## src/rtl/synth_pkg.sv

```systemverilog
// Shared definitions for the note sequencer: pattern entry layout, FSM encoding
// and a decoder from a raw 12-bit entry word to its fields.
package synth_pkg;
  localparam int ENTRY_W  = 12;
  localparam int REST_BIT = 11;
  localparam int HP_MSB   = 10;
  localparam int HP_LSB   = 4;
  localparam int DUR_MSB  = 3;
  localparam int DUR_LSB  = 0;
  localparam int HP_W     = HP_MSB - HP_LSB + 1;
  localparam int DUR_W    = DUR_MSB - DUR_LSB + 1;

  typedef enum logic [1:0] {S_IDLE, S_FETCH, S_PLAY} state_t;

  typedef struct packed {
    logic             rest;
    logic [HP_W-1:0]  hp;
    logic [DUR_W-1:0] dur;
  } entry_t;

  function automatic entry_t decode_entry(input logic [ENTRY_W-1:0] w);
    entry_t e;
    e.rest = w[REST_BIT];
    e.hp   = w[HP_MSB:HP_LSB];
    e.dur  = w[DUR_MSB:DUR_LSB];
    return e;
  endfunction
endpackage

```

## src/rtl/tempo_prescaler.sv

```systemverilog
// Tempo tick generator: counts 0..tdiv while enabled and flags the wrap cycle.
module tempo_prescaler #(
  parameter int TEMPO_W = 16
) (
  input  logic               synth_clk,
  input  logic               rst_n,
  input  logic               clr,
  input  logic               en,
  input  logic [TEMPO_W-1:0] tdiv,
  output logic               tick
);
  logic [TEMPO_W-1:0] cnt;

  assign tick = en && (cnt == tdiv);

  always_ff @(posedge synth_clk or negedge rst_n) begin
    if (!rst_n)     cnt <= '0;
    else if (clr)   cnt <= '0;
    else if (en)    cnt <= tick ? '0 : cnt + TEMPO_W'(1);
  end
endmodule

```

## src/rtl/note_sequencer.sv

```systemverilog
// Pattern sequencer feeding hp/active to the square-wave synth; plays steps
// 0..len with a one-cycle active=0 gap between notes to restart synth phase.
module note_sequencer
  import synth_pkg::*;
#(
  parameter int DEPTH   = 16,
  parameter int TEMPO_W = 16,
  localparam int AW     = $clog2(DEPTH)
) (
  input  logic               synth_clk,
  input  logic               rst_n,
  input  logic               wr_en,
  input  logic [AW-1:0]      wr_addr,
  input  logic [ENTRY_W-1:0] wr_data,
  input  logic               start,
  input  logic               stop,
  input  logic               loop,
  input  logic [AW-1:0]      len,
  input  logic [TEMPO_W-1:0] tempo_div,
  output logic [HP_W-1:0]    hp,
  output logic               active,
  output logic [AW-1:0]      step,
  output logic               busy,
  output logic               done
);
  logic [ENTRY_W-1:0] mem [DEPTH];
  state_t             state, state_nx;
  entry_t             rd;
  logic [TEMPO_W-1:0] tdiv_q;
  logic [DUR_W-1:0]   dur_ctr;
  logic               tick, note_end, last;

  always_ff @(posedge synth_clk) begin
    if (wr_en) mem[wr_addr] <= wr_data;
  end

  assign rd = decode_entry(mem[step]);

  tempo_prescaler #(.TEMPO_W(TEMPO_W)) u_presc (
    .synth_clk (synth_clk),
    .rst_n     (rst_n),
    .clr       (state == S_FETCH),
    .en        (state == S_PLAY),
    .tdiv      (tdiv_q),
    .tick      (tick)
  );

  // step > len (len lowered mid-play) finishes the run just like step == len
  assign last     = (step >= len);
  assign note_end = (state == S_PLAY) && tick && (dur_ctr == '0);

  always_comb begin
    state_nx = state;
    case (state)
      S_IDLE:  if (start) state_nx = S_FETCH;
      S_FETCH: state_nx = S_PLAY;
      S_PLAY:  if (note_end) state_nx = (!last || loop) ? S_FETCH : S_IDLE;
      default: state_nx = S_IDLE;
    endcase
    if (stop) state_nx = S_IDLE;
  end

  always_ff @(posedge synth_clk or negedge rst_n) begin
    if (!rst_n) state <= S_IDLE;
    else        state <= state_nx;
  end

  always_ff @(posedge synth_clk or negedge rst_n) begin
    if (!rst_n) begin
      hp      <= '0;
      active  <= 1'b0;
      step    <= '0;
      busy    <= 1'b0;
      done    <= 1'b0;
      tdiv_q  <= '0;
      dur_ctr <= '0;
    end else begin
      busy <= (state_nx != S_IDLE);
      done <= note_end && last && !loop && !stop;
      if (stop) begin
        active <= 1'b0;
      end else begin
        case (state)
          S_IDLE: if (start) begin
            step   <= '0;
            tdiv_q <= tempo_div;
          end
          // hp == 0 would never toggle the synth, so it is treated as a rest
          S_FETCH: begin
            hp      <= rd.hp;
            active  <= !rd.rest && (rd.hp != '0);
            dur_ctr <= rd.dur;
          end
          S_PLAY: if (tick) begin
            if (dur_ctr == '0) begin
              active <= 1'b0;
              if (!last)     step <= step + AW'(1);
              else if (loop) step <= '0;
            end else begin
              dur_ctr <= dur_ctr - DUR_W'(1);
            end
          end
          default: ;
        endcase
      end
    end
  end
endmodule

```

## config.mk

```make
export PLATFORM = sky130hd
export DESIGN_NAME = note_sequencer
export DESIGN_NICKNAME = d
export VERILOG_FILES = /design/src/rtl/synth_pkg.sv /design/src/rtl/tempo_prescaler.sv /design/src/rtl/note_sequencer.sv
export SDC_FILE = /design/constraint.sdc
export NUM_CORES = 1
export LEC_CHECK = 0
export BUFFER_PORTS_ARGS = -buffer_cell sky130_fd_sc_hd__buf_2
export CAP_MARGIN = 10
export CORE_ASPECT_RATIO = 0.8
export CORE_MARGIN = 3
export CORE_UTILIZATION = 61
export DETAILED_ROUTE_END_ITERATION = 8
export HOLD_SLACK_MARGIN = 0.05
export PLACE_DENSITY = 0.84
export SYNTH_ARGS = -nofsm -noshare
export SYNTH_HDL_FRONTEND = slang
export SYNTH_SLANG_ARGS = --single-unit
```

## constraint.sdc

```tcl
create_clock -name synth_clk -period 3.6 [get_ports synth_clk]
set_clock_uncertainty 0.05 [all_clocks]
set_input_delay 0.18 -clock synth_clk [delete_from_list [all_inputs] [get_ports synth_clk]]
set_output_delay 0.18 -clock synth_clk [all_outputs]
set_load 0.02 [all_outputs]
```

---- Yosys cells after proc, flatten, opt, wreduce, memory -nomap -nowiden ----
Memories as Yosys holds them, arrays and structs flattened.
Cells that the tools add are included.
word-level totals
  RAM bits ................................ 192
  bits in latches ......................... 0
  memories kept ........................... 1
  register bits ........................... 52
  memory bits (read-only) ................. 0
memory list
  memory  depth  bits a word  rd ports  clocked after memory_dff  write ports  line                  source
  mem     16     12           1         0                         1            note_sequencer.sv:26  logic [ENTRY_W-1:0] mem [DEPTH];
operators by class
  mux-type cells .......................... 23
  bitwise logic cells ..................... 1
  reduce and logical (&&, ||, !) cells .... 24
  div/mod/pow operators ................... 0
  equal/unequal tests ..................... 10
  $add $sub $neg .......................... 3
  order comparisons ....................... 1
  multipliers ............................. 0
  shift operators ......................... 0
operator list
  operator                                                                number
  16-bit 2-to-1 mux                                                       3
  4-bit 2-to-1 mux                                                        7
  16-bit by 1-bit adder with 16-bit output (second input constant)        1
  16-bit equality test                                                    1
  4-bit case mux with 2 select lines                                      2
  3-bit inequality test (second input constant)                           3
  2-bit inequality test (second input constant)                           4
  1-bit logical AND                                                       7
  7-bit nonzero test                                                      1
  1-bit 2-to-1 mux                                                        6
  2-bit 2-to-1 mux                                                        3
  2-bit case mux with 3 select lines                                      1
  3-bit AND reduction                                                     2
  6-bit AND reduction                                                     1
  2-bit nonzero test                                                      3
  4-bit by 1-bit adder with 4-bit output (second input constant)          1
  4-bit greater-or-equal comparator                                       1
  1-bit zero test                                                         4
  4-bit zero test                                                         1
  4-bit AND reduction                                                     1
  4-bit by 1-bit subtractor with 4-bit output (second input constant)     1
  3-bit nonzero test                                                      1
  2-bit by 1-bit equality test with 1-bit output (second input constant)  1
  2-bit equality test (second input constant)                             1
  5 further kinds                                                         5

---- Longest topological paths before layout ----
Gate-level depths: netlist of run 1.
  word-level depth ........................ 8
  gate-level depth with buffers ........... 11

---- Cells and area by module ----
Synthesis of run 1 repeated with hierarchy kept, for this count alone.
unflattened totals
  cell total of the unflattened synthesis .. 595
  area total of the unflattened synthesis .. 10,163.5 um^2
modules (own cells, without submodules)
  module           times used  cells an instance  area each (um^2)
  note_sequencer   1           473                9,076.2
  tempo_prescaler  1           122                1,087.3

---- Worst setup path before layout of run 1 ----
Ideal clock, no wire load.
  kind .................................... flip-flop to flip-flop
  from .................................... reg step[0]
  to ...................................... reg step[3]
  stages on the path, launching flop included .. 12
  slack ................................... 0.547 ns
  data required time ...................... 3.454 ns
  setup time .............................. 0.096 ns
  buffers on the path ..................... 3
  arrival ................................. 2.908 ns
  cell sequence ........................... dfrtp_1 -> clkbuf_1 -> buf_6 -> buf_2 -> inv_1 -> ha_1 -> nand2b_1 -> a2111oi_1 -> o311a_1 -> a22oi_1 -> or2_2 -> o31ai_1
on the way
  word-level cells in the longest chain between the ends .. 5
  elaborated cells on any way between the ends .. 8
ends and longest elaborated chain
  element                                                                                             line                                        source
  start: declaration                                                                                  note_sequencer.sv:22                        output logic [AW-1:0] step,
  start signal: assignment                                                                            note_sequencer.sv:97                        if (!last) step <= step + AW'(1);
  4-bit by 1-bit adder with 4-bit output / 4-bit greater-or-equal comparator (equally long branches)  note_sequencer.sv:97, note_sequencer.sv:49
  4-bit 2-to-1 mux                                                                                    note_sequencer.sv:97
  4-bit 2-to-1 mux                                                                                    note_sequencer.sv:95                        if (dur_ctr == '0) begin
  4-bit 2-to-1 mux                                                                                    note_sequencer.sv:94                        S_PLAY: if (tick) begin
  4-bit case mux with 2 select lines                                                                  note_sequencer.sv:83                        case (state)
Parallel ways exist; a longest one is shown, timed or not. The select of a mux whose other input is x is not followed.
A chain may end at the register's enable or synchronous reset.

---- Final worst setup path of run 1 ----
  from .................................... reg step[0]
  to ...................................... reg active
on the way
  word-level cells in the longest chain between the ends .. 5
  elaborated cells on any way between the ends .. 6
ends and longest elaborated chain
  element                                                       line                  source
  memory read 16 x 12 bit *                                     --
  7-bit nonzero test / 1-bit zero test (equally long branches)  note_sequencer.sv:91  active <= !rd.rest && (rd.hp != '0);
  1-bit logical AND *                                           note_sequencer.sv:91
  1-bit case mux with 2 select lines *                          note_sequencer.sv:83
  1-bit 2-to-1 mux *                                            note_sequencer.sv:80  if (stop) begin
  end signal: assignment                                        note_sequencer.sv:91
  end: declaration                                              note_sequencer.sv:21  output logic active,
Every way passes the cells marked *; elsewhere a longest branch is shown, timed or not.

==> metrics.md, run 1 <==
| Metric | Value |
|---|---|
| Crit path max-delay family | multiplexers |
| Setup TNS | 0 ns |
| Remaining DRCs | 0 |
| Wire length per cell | 25.3 µm |
| Core area | about 0.016 mm² |
| FP Rows | 41 |
| Placed Cells incl. Taps | 842 |
| HPWL after DPL | approximately 13000 µm |
| Critical path's largest stage delay | about 0.60 ns |
| DRT Pass-1 Iters | 5 |
| Crit start category | flip-flop |
| MaxCap Viol Count | 0 |
| Non-Filler Instances | about 910 |
| Die H | around 120 µm |
| Synth async-reset ratio | 21.3% |
| Hold buffers post-CTS | 31 |
| Cell area after synthesis | 0.0101 mm² |
| Setup CP Type | flip-flop to flip-flop |
| Final Cycle Share | between 70% and 80% |
| Worst-Margin Slew | around 1.1 ns |
| PortBufs | 55 |
| Most common cell after layout, fill and taps aside | edfxtp_1 |
| Share of layout cells above drive strength 1 | between 20% and 30% |
| Most frequent cells in the layout | 192 x edfxtp_1, 55 x buf_2, 52 x mux4_2 |
| Final setup fails | 0 |
| Worst skew pair latency | approximately 0.5 ns |
| Status | finished clean |
| Total GRT Usage | 26.8% |
| Synth Flop Type | edfxtp_1 |
| Synth warn | 0 |
| Final nets | around 740 |
| Library cells used by synthesis | 46 |
| Crit path time final | 2.84 ns |
| Vias in the first global route | 6115 |
| Worst R2R Start | step[0] |
| Worst hold-check path type | input pin to asynchronous set/reset pin |
| ANT cells | 0 |
| Inserted Clock Buffers | 23 |
| Cell-by-cell trace of the critical path | buf_4, mux4_2, a22oi_1, nand2_1, nor4_1, nand3_1, a22o_1 |
| Die area | between 0.015 and 0.02 mm² |
| Largest net degree at the start of global routing | 38 |
| FF-to-FF End | active |
| First DRT Iteration DRCs | 608 |
| Final Max Tran Viols | 0 |
| Total vias in the final route | approximately 6000 |
| Critical-path top delay cell | mux4_2 |
| Root buf cell | clkbuf_16 |
| Levels on crit path | 7 |
| Bufs on Longest Clock Path | 3 |
| # clock sinks | approximately 240 |
| # H-tree levels | 1 |
| CP Capture Type | flip-flop |
| Power per cell area | roughly 570 mW/mm² |
| Reg-to-reg slack, setup | 0.76 ns |
| CTS tree | yes |
| Initial core utilization | approximately 63% |
| Mapped Cells | 578 |
| Unrepaired setup endpoints after global routing | no |
| Synth Area per Inst | 17.4 µm² |
| Worst vdd ir | 0.417 mV |
| Critical path buffers and inverters | 1 |
| Worst reg-to-reg path cell count | 7 |
| Required arrival time at the worst endpoint | around 4 ns |
| Critical Path AT | between 3 and 4 ns |
| Via density | roughly 6.5 |
| Routed WL | ~23000 µm |
| Top Ports | 56 |
| Synthesized net count | approximately 630 |
| Leak | a little over 4 nW |
| Area grow syn2layout | 15.8% |
| Seq/Total Area, Yosys | 70.1% |
| Max_slew headroom | 28.3% |
| Reg clk slew, reported paths | ~0.070 ns |
| Initial antenna violation count | 0 |
| Filler Cell Count | around 900 |
| Yosys reg bits | approximately 240 |
| Grt ovf | 0 |
| Final Hold Viols | 0 |
| DRT antenna net count | 0 |
| Fmax | about 350 MHz |
| Global-route wire length before repair | 35900 µm |
| Crit-path max FO | 28 |
| Number of flops mapped to enable cells by yosys | approximately 190 |
| # Post-CTS Setup Buffers | 0 |
| GPL Wtd Cong | slightly above 0.8 |
| Die width | roughly 150 µm |
| Post-CTS sizing | 0 |
## power breakdown
part,switching [W],internal (W),leakage [nW]
clock network,0.000980,0.00121,0.322
registers,0.000182,0.00328,2.39
logic,0.000574,0.000429,1.35
## synthesized netlist by cell type (13+ instances only)
cell type	instances	area, µm²
dfrtp_1	52	1300
a22oi_1	13	97.6
nor2_1	26	97.6
mux4_2	52	1170
nand2_1	19	71.3
inv_1	13	48.8
nand2b_1	13	81.3
edfxtp_1	192	5770
o21ai_0	13	65.1
mux2_2	25	282
a21oi_1	17	85.1
xnor2_1	16	140
nand3_1	13	65.1
## cell type report
cell class | count | area, µm² | area share, %
clock inverter | 6 | 35.0 | 0.300
clock buffer | 35 | 631 | 5.40
timing repair buffer | 106 | 748 | 6.41
multi-input combinational | 295 | 2870 | 24.6
sequential | 244 | 7070 | 60.6
inverter | 13 | 48.8 | 0.418
tap | 215 | 269 | 2.30
## metal layers
| layer | global-route usage [%] | wire [µm] |
|---|---|---|
| met1 | 37.8 | 8850 |
| met3 | 4.00 | 1990 |
| met4 | 8.34 | 793 |
| met2 | 44.2 | 11500 |
| met5 | 0 | 0 |
## flip-flops by register name, summed over array words and instances (netlist names)
signal,flops
done,1
u_presc.cnt,16
busy,1
step,4
mem,192
state,2
active,1
dur_ctr,4
hp,7
tdiv_q,16
## cells by family (layout without fill, tap and decap cells)
| family | after synthesis | after routing | synth area share (%) |
|---|---|---|---|
| AOI/OAI and AO/OA | 79 | 79 | 5.21 |
| xor gates and xnor gates | 16 | 16 | 1.39 |
| adders and majority gates | 12 | 12 | 1.49 |
| buffers and inverters | 39 | 160 | 1.70 |
| DFF | 244 | 244 | 70.1 |
| muxes | 77 | 77 | 14.4 |
| and+or+nand+nor | 111 | 111 | 5.66 |
## metrics by stage
| stage | utilization (%) | worst slack [ns] | power [W] | instance area, µm² | hold slack, ns |
|---|---|---|---|---|---|
| 3_3_place_gp | 67.0 | 0.965 | 0.00439 | 10700 | 0.0719 |
| 5_1_grt | 73.2 | 0.612 | 0.00691 | 11700 | 0.111 |
| 6_report | 73.2 | 0.764 | 0.00665 | 11700 | 0.0859 |
| 4_1_cts | 73.2 | 0.758 | 0.00666 | 11700 | 0.0888 |
| 2_1_floorplan | - | 0.547 | 0.00412 | 10100 | -0.166 |
| 3_5_place_dp | 67.0 | 0.860 | 0.00446 | 10700 | 0.0788 |
## worst max path at each step
| stage | start | end | slack (ns) |
|---|---|---|---|
| after detailed placement | step[0] | active | 0.86 |
| final | step[0] | active | 0.76 |
| after global routing | step[0] | active | 0.61 |
| after floorplan | step[0] | step[3] | 0.55 |
| after CTS | step[0] | active | 0.76 |
| after global placement | step[1] | step[3] | 0.96 |
## worst reg2reg max path, cell delays in order, from the launching register on
cell and delay (ns):
dfrtp_2 0.48, buf_4 0.53, mux4_2 0.62, a22oi_1 0.23, nand2_1 0.12, nor4_1 0.31, nand3_1 0.16, a22o_1 0.23
No activity file was read; power rests on OpenSTA's default activity.
==> inputs of run 2 (changes only) <==
Settings changed: CORE_UTILIZATION 61 to 55, PLACE_DENSITY 0.84 to 0.8.
Clock period 3.6 ns to 2.55 ns, I/O delays scaled along.
==> run 2 against run 1 <==
Sequential power increased by 41%. Critical endpoint is now step[3]. Global-route usage decreased by 3.5 points. Utilization decreased by 5.8 points. Largest cell class unchanged. Via count decreased by 0.12%.
==> metrics.md, run 2 (synthesized netlist as in run 1, its figures left out) <==
| Metric | Value |
|---|---|
| Non-Filler Instances | 936 (was 914) |
| Worst skew pair latency | 0.52 ns (was 0.51 ns) |
| Final setup fails | 0 (unchanged) |
| Worst vdd ir | 0.742 mV (was 0.417 mV) |
| Initial core utilization | 57.1% (was 63.2%) |
| Setup TNS | 0 ns (unchanged) |
| GPL Wtd Cong | 0.903 (was 0.828) |
| Biggest regs | mem x192, tdiv_q x16, u_presc.cnt x16 (unchanged) |
| # H-tree levels | 1 (unchanged) |
| Fmax | 415 MHz (was 353 MHz) |
| Remaining DRCs | 0 (unchanged) |
| ANT cells | 0 (unchanged) |
| # clock sinks | 244 (unchanged) |
| Die area | 0.0200 mm² (was 0.0181 mm²) |
| Unrepaired setup endpoints after global routing | no (unchanged) |
| Die H | 127 µm (was 121 µm) |
| HPWL after DPL | 13300 µm (was 13200 µm) |
| Global-route wire length before repair | 34800 µm (was 35900 µm) |
| FP Rows | 43 (was 41) |
| Leak | 4.17 nW (was 4.06 nW) |
| Inserted Clock Buffers | 23 (unchanged) |
| Worst-Margin Slew | 0.830 ns (was 1.07 ns) |
| Worst hold-check path type | input pin to flip-flop (was input pin to asynchronous set/reset pin) |
| Final Hold Viols | 0 (unchanged) |
| Total vias in the final route | 5900 (was 5907) |
| Reg clk slew, reported paths | 0.06 ns (was 0.07 ns) |
| DRT Pass-1 Iters | 5 (unchanged) |
| Internal power | 0.00710 W (was 0.00491 W) |
| Comb power frac | 15.1% (about the same) |
| Core area | 0.0176 mm² (was 0.0160 mm²) |
| Hold path depth | 5 |
| Final Max Tran Viols | 0 (unchanged) |
| Most frequent cells in the layout | 192 x edfxtp_1, 55 x buf_2, 52 x mux4_2 (unchanged) |
| Grt ovf | 0 (unchanged) |
| Via density | 6.30 (was 6.46) |
| Max_slew headroom | 44.6% (was 28.3%) |
| Power per cell area | 806 mW/mm² (was 570 mW/mm²) |
| Crit path time final | 2.41 ns (was 2.84 ns) |
| Pre-CTS setup slack | 0.0342 ns (was 0.860 ns) |
| Vias in the first global route | 5930 (was 6115) |
| First DRT Iteration DRCs | 608 (unchanged) |
| DRT antenna net count | 0 (unchanged) |
| Reg-to-reg slack, setup | 0.14 ns (was 0.76 ns) |
| Total GRT Usage | 23.3% (was 26.8%) |
| Most common cell after layout, fill and taps aside | edfxtp_1 (unchanged) |
| Crit-path max FO | 6 (was 28) |
| Worst reg-to-reg path cell count | 8 (was 7) |
| Sw Pwr | 0.00248 W (was 0.00174 W) |
| Placed Cells incl. Taps | 864 (was 842) |
| Final nets | 749 (was 737) |
| Max reg flops | 192 (unchanged) |
| Clock Power Share | 34.0% (was 32.9%) |
| Area grow syn2layout | 17.9% (was 15.8%) |
| Bufs on Longest Clock Path | 3 (unchanged) |
| Share of layout cells above drive strength 1 | 29.4% (was 27.9%) |
| Seq pwr share | 50.9% (was 52.0%) |
| Initial antenna violation count | 0 (unchanged) |
| Worst hold start | start |
| CTS tree | yes (unchanged) |
| Worst R2R Start | dur_ctr[0] (was step[0]) |
| Critical Path AT | 2.78 ns (was 3.19 ns) |
| Largest Register | mem (unchanged) |
| Setup CP Type | flip-flop to flip-flop (unchanged) |
| Largest net degree at the start of global routing | 53 (was 38) |
| Sw Share | 25.9% (was 26.1%) |
| Wire length per cell | 24.1 µm (was 25.3 µm) |
| PortBufs | 55 (unchanged) |
| # Post-CTS Setup Buffers | 0 (unchanged) |
| Hold endpoint | state[0] |
| Required arrival time at the worst endpoint | 2.92 ns (was 3.95 ns) |
| Total Power | 0.00958 W (was 0.00665 W) |
| Final Cycle Share | 94.6% (was 78.8%) |
| Final WS setup | 0.138 ns (was 0.764 ns) |
| FF-to-FF End | step[3] (was active) |
| MaxCap Viol Count | 0 (unchanged) |
| Top Ports | 56 (unchanged) |
| Crit start category | flip-flop (unchanged) |
| Die width | 157 µm (was 150 µm) |
| Status | finished clean (unchanged) |
| CP Capture Type | flip-flop (unchanged) |
| Root buf cell | clkbuf_16 (unchanged) |
| Routed WL | 22600 µm (was 23200 µm) |
==> run 2: worst max path at each step <==
stage                           from  cells after the start      end  slack, ns
final                     dur_ctr[0]                      8  step[3]       0.14
after CTS                    step[0]                      6   active       0.02
after global routing      dur_ctr[0]                      8  step[3]      0.006
after detailed placement     step[0]                      6   active       0.03
after global placement       step[0]                      6   active       0.17
after floorplan              step[0]                     11  step[3]      0.001
==> run 2: critical path: stages, from the launching register on <==
cell and delay, ns:
dfrtp_1 0.43, inv_1 0.12, ha_1 0.16, or3b_2 0.51, nor2_1 0.23, o311a_1 0.22, a22oi_2 0.09, or2_4 0.27
o31ai_1 0.24
==> run 2: layout make-up <==
cell class / instances / area (µm²)
fillers: 1176 / 5770
flip-flops and latches: 244 / 7070
well taps: 225 / 282
clock inverters: 8 / 75.1
repair buffers: 118 / 863
multi-input cells: 295 / 2910
inverters: 13 / 48.8
clock buffers: 33 / 633
==> run 2: routing by layer <==
layer	global-route usage, %	vias to the layer above	wire (µm)
met5	0	-	0
met4	6.22	0	616
met3	3.39	51	1830
met2	37.7	307	11100
met1	33.8	3009	9060
li1	-	2533	-
==> run 2: timing repair <==
item	in CTS	in global routing
endpoints found under the setup margin	0	2
hold endpoints to repair	265	0
gates resized for setup	0	2
hold buffers	31	0
==> run 2: power groups by stage <==
stage / clock [W] / sequential (W) / combinational [W]
6_report: 0.00326 / 0.00488 / 0.00144
5_1_grt: 0.00345 / 0.00491 / 0.00159
4_1_cts: 0.00331 / 0.00487 / 0.00143
3_5_place_dp: 0 / 0.00495 / 0.00138
3_3_place_gp: 0 / 0.00493 / 0.00131
2_1_floorplan: 0 / 0.00495 / 0.000881
==> run 2: through the flow <==
stage	hold WS, ns	utilization, %	area, µm²
detailed placement	0.260	61.5	10800
global placement	0.238	61.5	10800
CTS	0.157	67.3	11900
floorplan	-0.218	-	10100
global route	0.188	67.3	11900
finish	0.161	67.3	11900
